<file path="src/rtl/oeo_recirc_buffer_pkg.sv">
// oeo_recirc_buffer_pkg: shared packet/request types and network constants
// for the speculative-scheme OEO recirculation buffers.
package oeo_recirc_buffer_pkg;
    localparam int PORTS        = 8;
    localparam int TOF          = 4;
    localparam int PORT_W       = $clog2(PORTS);
    localparam int DATA_W       = 64;
    localparam int BUF_FLAG_BIT = 32;

    typedef struct packed {
        logic              valid;
        logic [PORT_W-1:0] dest;
        logic [DATA_W-1:0] data;
    } packet_t;

    typedef struct packed {
        logic              valid;
        logic [PORT_W-1:0] src;
        logic [PORT_W-1:0] dest;
    } req_t;

    typedef enum logic [1:0] {OCC_EMPTY, OCC_PARTIAL, OCC_FULL} occ_state_e;
endpackage

</file>
<file path="src/rtl/oeo_recirc_buffer_pkt_fifo.sv">
// pkt_fifo: packet storage ring with wrap-around pointers and an occupancy
// count; the caller guarantees push never overflows and pop never underflows.
module pkt_fifo
    import oeo_recirc_buffer_pkg::*;
#(
    parameter int DEPTH = 8,
    localparam int AW   = $clog2(DEPTH)
) (
    input  logic          clk,
    input  logic          rst_n,
    input  logic          push,
    input  logic          pop,
    input  packet_t       wdata,
    output packet_t       head,
    output logic [AW:0]   occupancy
);
    logic [AW-1:0] r_wptr;
    logic [AW-1:0] r_rptr;
    logic [AW:0]   r_occ;
    packet_t       r_mem [DEPTH];

    always_ff @(posedge clk or negedge rst_n) begin
        if (!rst_n) begin
            r_wptr <= '0;
            r_rptr <= '0;
            r_occ  <= '0;
        end else begin
            if (push) r_wptr <= r_wptr + 1'b1;
            if (pop) r_rptr <= r_rptr + 1'b1;
            r_occ <= r_occ + {{AW{1'b0}}, push} - {{AW{1'b0}}, pop};
        end
    end

    always_ff @(posedge clk) begin
        if (push) r_mem[r_wptr] <= wdata;
    end

    assign head      = r_mem[r_rptr];
    assign occupancy = r_occ;
endmodule

</file>
<file path="src/rtl/oeo_recirc_buffer.sv">
// oeo_recirc_buffer: per-port electronic recirculation buffer; stores packets
// diverted by the switch and re-injects the FIFO head once the scheduler grants it.
module oeo_recirc_buffer
    import oeo_recirc_buffer_pkg::*;
#(
    parameter int DEPTH   = 8,
    parameter int PORT_ID = 0,
    parameter int CNT_W   = 16,
    localparam int OW     = $clog2(DEPTH) + 1
) (
    input  logic             clk,
    input  logic             rst_n,
    input  packet_t          din,
    input  logic             grant_in,
    output req_t             req_out,
    output packet_t          dout,
    output logic             full,
    output logic [OW-1:0]    occupancy,
    output logic [CNT_W-1:0] drop_cnt
);
    occ_state_e       r_state;
    logic             r_full;
    logic [CNT_W-1:0] r_drop;
    packet_t          r_dout;
    packet_t          w_head;
    logic [OW-1:0]    w_occ;
    logic             w_pop;
    logic             w_push;
    logic             w_drop;

    // A pop frees a slot this cycle, so a full buffer can still accept a write.
    assign w_pop  = grant_in & (w_occ != '0);
    assign w_push = din.valid & (!r_full | w_pop);
    assign w_drop = din.valid & r_full & !w_pop;

    pkt_fifo #(.DEPTH(DEPTH)) u_fifo (
        .clk       (clk),
        .rst_n     (rst_n),
        .push      (w_push),
        .pop       (w_pop),
        .wdata     (din),
        .head      (w_head),
        .occupancy (w_occ)
    );

    always_ff @(posedge clk or negedge rst_n) begin
        if (!rst_n) begin
            r_state <= OCC_EMPTY;
            r_full  <= 1'b0;
            r_drop  <= '0;
            r_dout  <= '0;
        end else begin
            r_dout <= w_pop ? w_head : '0;
            if (w_drop && r_drop != {CNT_W{1'b1}}) r_drop <= r_drop + 1'b1;
            case (r_state)
                OCC_EMPTY: if (w_push) r_state <= OCC_PARTIAL;
                OCC_PARTIAL: begin
                    if (w_push && !w_pop && w_occ == OW'(DEPTH - 1)) begin
                        r_state <= OCC_FULL;
                        r_full  <= 1'b1;
                    end else if (w_pop && !w_push && w_occ == OW'(1)) begin
                        r_state <= OCC_EMPTY;
                    end
                end
                OCC_FULL: begin
                    if (w_pop && !w_push) begin
                        r_state <= OCC_PARTIAL;
                        r_full  <= 1'b0;
                    end
                end
                default: begin
                    r_state <= OCC_EMPTY;
                    r_full  <= 1'b0;
                end
            endcase
        end
    end

    always_comb begin
        req_out       = '0;
        req_out.valid = w_occ != '0;
        req_out.src   = PORT_W'(PORT_ID);
        req_out.dest  = w_head.dest;
    end

    assign dout      = r_dout;
    assign full      = r_full;
    assign occupancy = w_occ;
    assign drop_cnt  = r_drop;
endmodule

</file>
<file path="config.mk">
export PLATFORM = sky130hd
export DESIGN_NAME = oeo_recirc_buffer
export DESIGN_NICKNAME = d
export VERILOG_FILES = /design/src/rtl/oeo_recirc_buffer_pkg.sv /design/src/rtl/oeo_recirc_buffer_pkt_fifo.sv /design/src/rtl/oeo_recirc_buffer.sv
export SDC_FILE = /design/constraint.sdc
export NUM_CORES = 1
export LEC_CHECK = 0
export BUFFER_PORTS_ARGS = -buffer_cell sky130_fd_sc_hd__buf_2
export CAP_MARGIN = 20
export CORE_ASPECT_RATIO = 1.4
export CORE_MARGIN = 2
export CORE_UTILIZATION = 60
export DETAILED_ROUTE_END_ITERATION = 7
export GPL_ROUTABILITY_DRIVEN = 0
export GPL_TIMING_DRIVEN = 0
export PLACE_DENSITY = 0.79
export SYNTH_ARGS = -nofsm -noshare
export SYNTH_HDL_FRONTEND = slang
export SYNTH_SLANG_ARGS = --single-unit
</file>
<file path="constraint.sdc">
create_clock -name clk -period 11.55 [get_ports clk]
set_input_delay 0 -clock clk [delete_from_list [all_inputs] [get_ports clk]]
set_output_delay 0 -clock clk [all_outputs]
set_load 0.005 [all_outputs]
</file>
==> run metrics <==
CTS tree=yes; area delta synth->final=19.9%; Syn Area/Cell=around 22 um^2; number of port buffers=163; FF+latch area=18800 um^2; Critical-path top delay cell=nor3_2; Tmin final=3.18 ns; max-slew violation count=0; largest net degree at the start of global routing=56; Syn. warnings=0; worst setup path endpoint=u_fifo.r_mem[1][25]; Sink Count=641; # setup viols final=0; GRT Overall Usage=24.5%; top-level I/O count=~170; ratio of cells with drive above 1 in the final layout=32.8%; arrival time at the worst endpoint=~3.5 ns; Top FF cell, synth=edfxtp_1; number of buffers created by CTS=55; CP Launch Type=flop; Slew headroom=33.0%; Nets=approximately 1500; Clock Path Buffers=3; DR vias/cell=5.94; Iter 0 DRT Violations=961; post-DR wirelength/cell=between 20 and 25 um; Pwr Total=just under 7 mW; Critical R2R Capture=u_fifo.r_mem[1][25]; total negative slack=0 ns; post-DP HPWL=31400 um; first-pass GRT wire length=73400 um; most common cell after layout, fill and taps aside=edfxtp_1; fill count=2202; ordered cell list for the critical path=inv_1, ha_1, or3b_1, buf_6, a21bo_2, nand3_1, nor3_2, buf_6, buf_6, buf_6; CP Class=reg -> reg; Post-synth EDFFs=between 500 and 600; Worst Setup End Kind=flop; # DRC=0; initial antenna violation count=3; WP buf/inv=5; async set-reset flop share out of synthesis=15.1%; max incr delay on CP=around 0.81 ns; Power Dens Cells=238 nW/um^2; post-synthesis cell area=23800 um^2; design area=28600 um^2; post-route ant nets=0; Hold Path Class=in -> async; WL final=49600 um; Fin. Hold Viols=0; crit path from=u_fifo.occupancy[2]; clk_skew=approximately 0.013 ns; Starting Density=60.7%; total number of vias=about 12000; clock slew at reported path FFs=0.07 ns; status=finished clean; dpl cell area=between 20000 and 30000 um^2; DIE HEIGHT=between 200 and 250 um; R2R Path Start=u_fifo.occupancy[2]; most used cell along the critical path=buf_6; Clock Latency Late Sink=just under 0.6 ns; DRT Pass-1 Iters=5; critical path peak fanout=10; Setup Buffers After CTS=0; Synth Instances=1075; highest-count cells in the layout ignoring fill and taps=edfxtp_1 (544), buf_2 (183), mux4_2 (136); vias in the first global route=12300; worst reg2reg path depth=10; maximum VDD drop=0.000150 V; Cell Rows=86; CORE AREA=approximately 39000 um^2; utilization after layout=between 70 and 80%; R2R Setup Slk=approximately 8.4 ns; max_cap viols=0; post-synthesis sequential area ratio=78.7%; die footprint=41400 um^2; multi-input logic area=4850 um^2; final worst path period share=roughly 28%; Crit path depth=10; Static Leakage=10.3 nW; H-tree Lvls=2; post-synthesis register bit count=around 640; GRT overflow=0; Worst Max-Slew Pin Slew=about 1 ns; Die Wd=about 170 um; Fmax=0.314 GHz; WP data required=11.84 ns; number of distinct library cells after synthesis=44; RSZ-0062 raised after global routing=false; CTS Root Cell=clkbuf_16; crit-path leading delay family=simple AND/OR/NAND/NOR gates
report_power, final:
| part | total (mW) | switching (mW) | internal, mW | leakage, nW |
|---|---|---|---|---|
| combinational | 1.88 | 0.983 | 0.898 | 3.22 |
| sequential | 3.06 | 0.131 | 2.93 | 6.19 |
| clock | 1.85 | 0.790 | 1.06 | 0.880 |
state kept, by name, summed over array words and instances (netlist names):
signal / cells
r_state: 2
dout: 68
u_fifo.r_rptr: 3
u_fifo.occupancy: 4
u_fifo.r_wptr: 3
full: 1
drop_cnt: 16
u_fifo.r_mem: 544
cells by family (layout without fill, tap and decap cells):
| group | count (synthesis) | in the layout | share of synthesized area (%) |
|---|---|---|---|
| AOI/OAI and AO/OA | 12 | 12 | 0.478 |
| xor gates and xnor gates | 20 | 20 | 0.735 |
| adders and majority gates | 11 | 11 | 0.609 |
| buffers and inverters | 61 | 450 | 1.21 |
| DFF | 641 | 641 | 78.7 |
| muxes | 207 | 207 | 15.9 |
| other | 1 | 5 | 0.0157 |
| and+or+nand+nor | 122 | 122 | 2.40 |
Yosys cell counts, types with 2 or more instances:
cell / number / area share [%]
nor2_1: 70 / 1.1
xnor2_1: 18 / 0.66
and2_1: 4 / 0.10
buf_2: 21 / 0.44
mux4_2: 136 / 13
mux2_1: 2 / 0.094
mux2_2: 4 / 0.19
a21oi_1: 2 / 0.042
clkbuf_1: 18 / 0.28
edfxtp_1: 544 / 69
mux2i_1: 65 / 2.7
nand3b_1: 2 / 0.063
ha_1: 10 / 0.52
nand2_2: 2 / 0.052
and3_1: 3 / 0.079
inv_1: 9 / 0.14
nand2_1: 6 / 0.094
nor3_1: 6 / 0.13
buf_1: 4 / 0.063
nand4_1: 8 / 0.21
xor2_1: 2 / 0.073
nand2b_1: 2 / 0.052
buf_4: 7 / 0.22
nand3_1: 11 / 0.23
dfrtp_1: 97 / 10
a21o_1: 3 / 0.094
nand4b_1: 2 / 0.073
per-stage QoR:
step | setup WS, ns | instances | hold WS, ns
after CTS | 8.35 | 1994 | 0.00795
final | 8.37 | 1996 | 0.0128
after floorplan | 3.27 | 1077 | -0.296
after global routing | 8.19 | 1996 | 0.0581
after detailed placement | 8.37 | 1821 | 0.0754
after global placement | -3.43 | 1768 | 0.259
final cells by class:
| type | count | area share [%] |
|---|---|---|
| plain buffers | 51 | 0.879 |
| well taps | 528 | 2.31 |
| repair buffers | 286 | 7.74 |
| diodes | 2 | 0.0175 |
| flip-flops and latches | 641 | 65.6 |
| clock buffers | 84 | 5.55 |
| clock inverters | 19 | 0.801 |
| inverters | 10 | 0.131 |
| multi-input cells | 375 | 17.0 |
worst min path at each step:
stage | from | to | depth (start not counted)
CTS | rst_n | dout[61] | 2
global route | rst_n | dout[56] | 2
detailed placement | rst_n | dout[61] | 1
global placement | din[43] | u_fifo.r_mem[2][43] | 1
finish | rst_n | dout[61] | 2
floorplan | rst_n | dout[0] | 0
worst reg2reg max path, delay by kind of cell, from the launching register on:
| kind | cells | cell delay, ns |
|---|---|---|
| AOI/OAI and AO/OA | 1 | 0.18 |
| buffers and inverters | 5 | 0.83 |
| DFF | 1 | 0.37 |
| adders and majority gates | 1 | 0.21 |
| and+or+nand+nor | 3 | 1.29 |
layer usage:
metal  global-route usage (%)  routed length [um]
met1                     32.5               18700
met2                     41.8               26300
met3                     3.46                3170
met4                     9.24                1420
met5                        0                  13
repair_timing:
action                                  in CTS  in global routing
resized for setup                            0                  0
hold endpoints to repair                   658                  0
hold buffers                                70                  0
endpoints found under the setup margin       0                  0
No activity file was read; power rests on OpenSTA's default activity.
